`src/rtl/ir_code_lock.sv`:
```
// IR keypad code lock: N-digit entry history, match/fail check, retry counting, lockout and timed unlock.
// Define IR_LOCK_ENTER_KEY_EN to require an explicit ENTER key before each check.
module ir_code_lock #(
   parameter int                      DIGITS         = 4,
   parameter int                      DIG_W          = 8,
   parameter logic [DIGITS*DIG_W-1:0] CODE           = 32'h01020304,
   parameter int                      MAX_TRIES      = 3,
   parameter int                      TIMEOUT_CYCLES = 250000000,
   parameter int                      OPEN_CYCLES    = 150000000,
   parameter int                      LOCKOUT_CYCLES = 1500000000,
   parameter logic [DIG_W-1:0]        ENTER_CODE     = 8'h16
) (
   input  logic                             iCLK,
   input  logic                             iRST,
   input  logic                             iDATA_READY,
   input  logic [DIG_W-1:0]                 iKEY,
   input  logic                             iCLEAR,
   output logic [DIGITS*DIG_W-1:0]          oDIGITS,
   output logic [$clog2(DIGITS+1)-1:0]      oCOUNT,
   output logic                             oMATCH,
   output logic                             oFAIL,
   output logic                             oUNLOCKED,
   output logic                             oLOCKOUT,
   output logic [$clog2(MAX_TRIES+1)-1:0]   oTRIES
);

`ifdef IR_LOCK_ENTER_KEY_EN
   localparam bit ENTER_EN = 1'b1;
`else
   localparam bit ENTER_EN = 1'b0;
`endif

   localparam int CW     = $clog2(DIGITS + 1);
   localparam int RW     = $clog2(MAX_TRIES + 1);
   localparam int T_MAX1 = (TIMEOUT_CYCLES > OPEN_CYCLES) ? TIMEOUT_CYCLES : OPEN_CYCLES;
   localparam int T_MAX  = (T_MAX1 > LOCKOUT_CYCLES) ? T_MAX1 : LOCKOUT_CYCLES;
   localparam int TW     = $clog2(T_MAX + 1);

   localparam logic [CW-1:0] FULL      = CW'(DIGITS);
   localparam logic [RW-1:0] TRIES_MAX = RW'(MAX_TRIES);
   localparam logic [TW-1:0] T_TIMEOUT = TW'(TIMEOUT_CYCLES - 1);
   localparam logic [TW-1:0] T_OPEN    = TW'(OPEN_CYCLES - 1);
   localparam logic [TW-1:0] T_LOCK    = TW'(LOCKOUT_CYCLES - 1);

   typedef enum logic [2:0] {
      S_IDLE, S_ENTRY, S_CHECK, S_OPEN, S_FAIL, S_LOCKED
   } state_t;

   state_t                  state;
   logic                    rdy_q;
   logic [TW-1:0]           timer;
   logic [DIGITS*DIG_W-1:0] shifted;
   logic                    key_edge;
   logic                    enter_key;

   assign key_edge  = iDATA_READY & ~rdy_q;
   assign enter_key = ENTER_EN && (iKEY == ENTER_CODE);

   generate
      if (DIGITS == 1) begin : g_one
         assign shifted = iKEY;
      end else begin : g_many
         assign shifted = {oDIGITS[(DIGITS-1)*DIG_W-1:0], iKEY};
      end
   endgenerate

   always_ff @(posedge iCLK or posedge iRST) begin
      if (iRST) begin
         state     <= S_IDLE;
         rdy_q     <= 1'b0;
         timer     <= '0;
         oDIGITS   <= '0;
         oCOUNT    <= '0;
         oMATCH    <= 1'b0;
         oFAIL     <= 1'b0;
         oUNLOCKED <= 1'b0;
         oLOCKOUT  <= 1'b0;
         oTRIES    <= '0;
      end else begin
         rdy_q  <= iDATA_READY;
         oMATCH <= 1'b0;
         oFAIL  <= 1'b0;
         case (state)
            S_IDLE, S_ENTRY: begin
               if (iCLEAR) begin
                  oDIGITS <= '0;
                  oCOUNT  <= '0;
                  timer   <= '0;
                  state   <= S_IDLE;
               end else if (key_edge) begin
                  timer <= '0;
                  // ENTER always goes through CHECK so a short entry fails with the usual latency
                  if (enter_key) begin
                     state <= S_CHECK;
                  end else begin
                     oDIGITS <= shifted;
                     if (oCOUNT != FULL)
                        oCOUNT <= oCOUNT + CW'(1);
                     if (!ENTER_EN && oCOUNT == FULL - CW'(1))
                        state <= S_CHECK;
                     else
                        state <= S_ENTRY;
                  end
               end else if (state == S_ENTRY) begin
                  if (timer == T_TIMEOUT) begin
                     oDIGITS <= '0;
                     oCOUNT  <= '0;
                     timer   <= '0;
                     state   <= S_IDLE;
                  end else begin
                     timer <= timer + TW'(1);
                  end
               end
            end
            S_CHECK: begin
               timer <= '0;
               if (oCOUNT == FULL && oDIGITS == CODE) begin
                  oMATCH    <= 1'b1;
                  oTRIES    <= '0;
                  oUNLOCKED <= 1'b1;
                  state     <= S_OPEN;
               end else begin
                  oFAIL  <= 1'b1;
                  oTRIES <= oTRIES + RW'(1);
                  state  <= S_FAIL;
               end
            end
            S_OPEN: begin
               if (iCLEAR || timer == T_OPEN) begin
                  oDIGITS   <= '0;
                  oCOUNT    <= '0;
                  oUNLOCKED <= 1'b0;
                  timer     <= '0;
                  state     <= S_IDLE;
               end else begin
                  timer <= timer + TW'(1);
               end
            end
            S_FAIL: begin
               oDIGITS <= '0;
               oCOUNT  <= '0;
               timer   <= '0;
               if (oTRIES == TRIES_MAX) begin
                  oLOCKOUT <= 1'b1;
                  state    <= S_LOCKED;
               end else begin
                  state <= S_IDLE;
               end
            end
            S_LOCKED: begin
               if (timer == T_LOCK) begin
                  oLOCKOUT <= 1'b0;
                  oTRIES   <= '0;
                  timer    <= '0;
                  state    <= S_IDLE;
               end else begin
                  timer <= timer + TW'(1);
               end
            end
            default: begin
               state <= S_IDLE;
               timer <= '0;
            end
         endcase
      end
   end

endmodule
```
`config.mk`:
```
export PLATFORM = sky130hd
export DESIGN_NAME = ir_code_lock
export DESIGN_NICKNAME = d
export VERILOG_FILES = /design/src/rtl/ir_code_lock.sv
export SDC_FILE = /design/constraint.sdc
export NUM_CORES = 1
export LEC_CHECK = 0
export ABC_AREA = 1
export CAP_MARGIN = 20
export CORE_ASPECT_RATIO = 1.2
export CORE_UTILIZATION = 57
export DETAILED_ROUTE_END_ITERATION = 16
export PLACE_DENSITY = 0.81
export SYNTH_ARGS = -nofsm -noshare
export SYNTH_HDL_FRONTEND = slang
export SYNTH_SLANG_ARGS = --single-unit
export TNS_END_PERCENT = 50
```
`constraint.sdc`:
```
create_clock -name iCLK -period 3.1 [get_ports iCLK]
set_clock_uncertainty 0.15 [all_clocks]
set_input_delay 0.31 -clock iCLK [delete_from_list [all_inputs] [get_ports iCLK]]
set_output_delay 0.31 -clock iCLK [all_outputs]
set_load 0.05 [all_outputs]
```
# == Yosys cells after proc, flatten, opt, wreduce, memory -nomap -nowiden ==
# Index checks and enable logic that the tools add are counted.
# op_classes
add_sub_neg,3
eq_ne,20
mux,40
bitwise,2
n_reduce_logical,14
# op_table
op,count
31-bit 2-to-1 mux,6
32-bit 2-to-1 mux,5
32-bit one-hot mux with 3 select lines,1
31-bit one-hot mux with 3 select lines,1
31-bit by 28-bit == test with 1-bit output (second input constant),2
3-bit 2-to-1 mux,11
32-bit by 25-bit == test with 1-bit output (second input constant),1
31-bit by 1-bit adder with 31-bit output (second input constant),1
31-bit == test (second input constant),1
3-bit one-hot mux with 5 select lines,1
4-bit inequality test (second input constant),3
3-bit by 2-bit == test with 1-bit output (second input constant),3
3-bit == test (second input constant),3
3-bit one-hot mux with 3 select lines,1
1-bit 2-to-1 mux,8
2-bit inequality test (second input constant),4
4-bit AND reduction,2
2-bit 2-to-1 mux,3
3-bit AND reduction,2
2-bit nonzero test,3
5-bit AND reduction,1
1-bit one-hot mux with 2 select lines,2
2-bit one-hot mux with 2 select lines,1
3-bit by 1-bit adder with 3-bit output (second input constant),1
other kinds (12),12
# word_totals
ff_bits,76
inputBits,12
output_inout_bits,41
word_cells,89

# == Depth between registers and ports, before layout ==
# Gate-level depths: netlist of the first run.
# logic_depth
ltp_word,6
ltp_mapped,12
depth_no_buf,12

# == Worst setup path after synthesis of the first run ==
# OpenSTA, ideal clock, no wires.
# synth_path
path_kind,reg-to-reg
start,register timer[0]
end,register oDIGITS[11]
setup_time_ns,0.119
t_arrival_ns,1.620
required_time_ns,2.831
slack_ns,1.211
path_stages_with_launch,12
path_buffers,1
synth_period_minus_slack_ns,1.889
cell_sequence,dfrtp_1 > ha_1 > nand3_2 > clkinv_2 > nand2_1 > nor2_1 > nand2_2 > nand3_4 > nand3_4 > buf_6 > nand2_2 > o21ai_2
# synth_between
elab_chain_cells,4
elab_cells_between_ends,6
# synth_rtl
element,line,text
from (decl),51,logic [TW-1:0] timer;
from (signal assigned),111,timer <= timer + TW'(1);
from (signal assigned),136,timer <= timer + TW'(1);
from (signal assigned),157,timer <= timer + TW'(1);
31-bit by 28-bit == test with 1-bit output,129,if (iCLEAR || timer == T_OPEN) begin
1-bit logical OR,129,
2-bit inequality test (no source line),--,
4-bit AND reduction (no source line) (*),--,
to (signal assigned),96,oDIGITS <= shifted;
to (decl),18,"output logic [DIGITS*DIG_W-1:0] oDIGITS,"
# Every way passes the cells marked *; elsewhere a longest branch is shown, timed or not.
# A chain may end at the register's enable or synchronous reset.

# == Worst setup path in the final report of the first run ==
# layout_path
start,register timer[0]
end,register oDIGITS[30]
# The elaborated chain is that of the path after synthesis.

==> flow_summary.ini, run 1 <==
[timing]
max_freq_ghz = 0.3771
fin_crit_ns = 2.652
period_share_pct = 85.54
rsz0062_at_grt = false
hold_viol_final = 0
setup_tns_ns = 0
slew_headroom_pct = 37.90
slew_viol_final = 0
worst_pin_slew_ns = 0.9315
setup-violations-final = 0

[final_layout]
drive_gt1_share_pct = 14.44
final_common_cell = nand2_1
fillers = 682
diodes = 0
layout_common_cells = nand2_1, dfrtp_1, nor2_1
final_cell_count_no_fill = 815
layout.nets = 732
area_growth_pct = 16.20

[global_routing]
grt_pass1_vias = 4347
grt_use_total_pct = 28.95
grt_max_degree = 65
grt-ovfl-total = 0
grt_pass1_wl_mm = 19.75
antenna_found_initial = 0

[power_and_ir_drop]
p_int_mw = 1.493
seq_power_share_pct = 50.1
cellLeakagePower_nw = 2.719
powerDensity_mw_per_mm2 = 366.2
p_comb_share_pct = 9.7
p_total_mw = 2.024
peakVddDrop_uv = 325.5
netSwitchingPower_mw = 0.5316
switching_share_pct = 26.26
clkPwrFrac_pct = 40.3

[detailed_routing]
drt_iter0_drc = 391
drc = 0
vias_per_cell = 5.445
vias = 4438
wirelength_mm = 11.59
wire_per_inst_um = 14.22
drtAntennaViolNets = 0
drt-pass1-iter-count = 5

[cts]
cts_resized = 0
cts-root-buf = clkbuf_8
tritoncts = yes
cts_buffers = 9
cts_buffer_depth = 2
clkTransAtPathRegs_ns = 0.08
cts_max_level = 3
insertion_delay_ns = 0.36
cts-hold-fix-buffers = 0
cts_setup_buffers = 0
clock_sinks = 76

[worst_setup_path]
crit_fanout = 64
end_kind = flip-flop
worstSetupStartpoint = timer[0]
critPathSlowestCell = buf_4
critPathKind = flip-flop to flip-flop
reg2reg_from = timer[0]
crit_chain = ha_1 -> nand3_2 -> clkinv_2 -> nand2_1 -> nor2_1 -> nand2_2 -> nand3_4 -> nand3_4 -> buf_4 -> nand2_1 -> o21ai_2
worst_ep_arrival_time_ns = 2.78
required_ns = 3.23
cpPeakStageDelay_ns = 0.71
critPathLaunchType = flip-flop

[synthesis]
syn_nets = 684
synth_top_area_share_pct = 39.98
synth-main-ff-cell = dfrtp_1
avgSynthCellArea_sq_um = 7.132
synth_area_leader_cell = dfrtp_1
async_flop_share_pct = 100.0
synth.distinct_cells = 28
synth.cell_area_sq_mm = 0.004757
ys_top_cells_by_area = dfrtp_1, nand2_1, nand3_1, o21ai_2, nor2_1
ys_seq_area_share_pct = 39.98
synth_cells = 667
ys_ff_latch = 76
synth_edf_count = 0
ys.warnings.count = 0

[placement]
gp_congestion = 0.9781
dp_hpwl_mm = 8.319
dp_cells = 799
io_buffers = 52

[worst_hold_path]
hp-class = input pin to async pin

[floorplanning]
fp.dieArea_sq_mm = 0.008717
io_pins = 53
initial_core_util_pct = 58.67
core_sq_mm = 0.008108
fp.dieH_um = 102.1
rows = 36
die_x_um = 85.40

[status]
run_status = completed

[job]
drv_cap = 0
## per-layer routing
layer	share of wire [%]	track usage (%)
met1	42	34.41
met2	49	49.63
met3	4.8	6.300
met4	4.1	15.26
met5	0	0
## critical path: cells and delay by family (launching register included)
family | cells | cell delay (ns)
AOI/OAI and AO/OA | 1 | 0.10
buffers and inverters | 2 | 0.80
and+or+nand+nor | 7 | 0.75
adders and majority gates | 1 | 0.27
DFF | 1 | 0.45
## final timing paths
path | slack [ns] | depth (start not counted) | end
min in group iCLK | 0.27 | 1 | rdy_q
min reg2reg | 0.36 | 2 | oLOCKOUT
max | 0.45 | 11 | oDIGITS[30]
max reg2reg | 0.45 | 11 | oDIGITS[30]
max in group asynchronous | 1.76 | 3 | rdy_q
min | 0.24 | 2 | oDIGITS[0]
## final cells by class
type | instances | area (sq um) | area share (%)
multi-input cells | 493 | 2435 | 44.05
flip-flops and latches | 76 | 1902 | 34.40
repair buffers | 59 | 573.1 | 10.37
inverters | 76 | 286.5 | 5.183
clock buffers | 13 | 168.9 | 3.056
well taps | 95 | 118.9 | 2.150
clock inverters | 3 | 43.79 | 0.7922
## power by group through the flow
| stage | Clock (mW) | Combinational [mW] | Sequential (mW) |
|---|---|---|---|
| finish | 0.815 | 0.196 | 1.01 |
| global route | 0.869 | 0.214 | 1.02 |
| CTS | 0.827 | 0.198 | 1.01 |
| detailed placement | 0 | 0.197 | 1.03 |
| global placement | 0 | 0.194 | 1.03 |
| floorplan | 0 | 0.122 | 1.06 |
## flip-flops by register name, indices dropped and copies added, names as in the netlist
signal	flops
oCOUNT	3
oDIGITS	32
oFAIL	1
oLOCKOUT	1
oMATCH	1
oTRIES	2
oUNLOCKED	1
rdy_q	1
state	3
timer	31
## stage by stage
stage	utilization (%)	hold slack, ns	area [sq um]	setup WS, ns
6_report	68.18	0.2428	5528	0.4482
3_3_place_gp	65.56	0.3391	5315	0.5803
4_1_cts	68.18	0.2481	5528	0.4683
2_1_floorplan	-	0.1914	4757	0.7017
3_5_place_dp	65.56	0.3467	5315	0.4968
5_1_grt	68.18	0.2585	5528	0.2534
## kinds of logic after synthesis
family	synth area share (%)
flops	39.98
buf+inv	8.890
compound gates	6.733
fa+ha+maj	1.315
simple gates	40.32
xor+xnor	2.762
## cells in the mapped netlist, types with 3 or more instances
library cell,number
ha_1,5
buf_6,6
nand3b_1,4
o21ai_0,4
xor2_1,14
buf_2,7
nand2_2,32
nand2_1,221
o21ai_2,32
a21oi_1,4
nor3_1,20
nand3_1,59
inv_2,6
dfrtp_1,76
nand4_1,14
clkbuf_1,6
buf_1,3
inv_1,69
nor2_1,73
No activity file was read; power rests on OpenSTA's default activity.
==> inputs of run 2 (changes only) <==
--- a/config.mk
+++ b/config.mk
@@ -6,10 +6,11 @@
 export NUM_CORES = 1
 export LEC_CHECK = 0
 export ABC_AREA = 1
-export CAP_MARGIN = 20
+export CAP_MARGIN = 10
 export CORE_ASPECT_RATIO = 1.2
 export CORE_UTILIZATION = 57
 export DETAILED_ROUTE_END_ITERATION = 16
+export HOLD_SLACK_MARGIN = 0.03
 export PLACE_DENSITY = 0.81
 export SYNTH_ARGS = -nofsm -noshare
 export SYNTH_HDL_FRONTEND = slang
==> results of run 2 <==
Same layout as run 1: the final DEF is identical, and so are final timing and power.
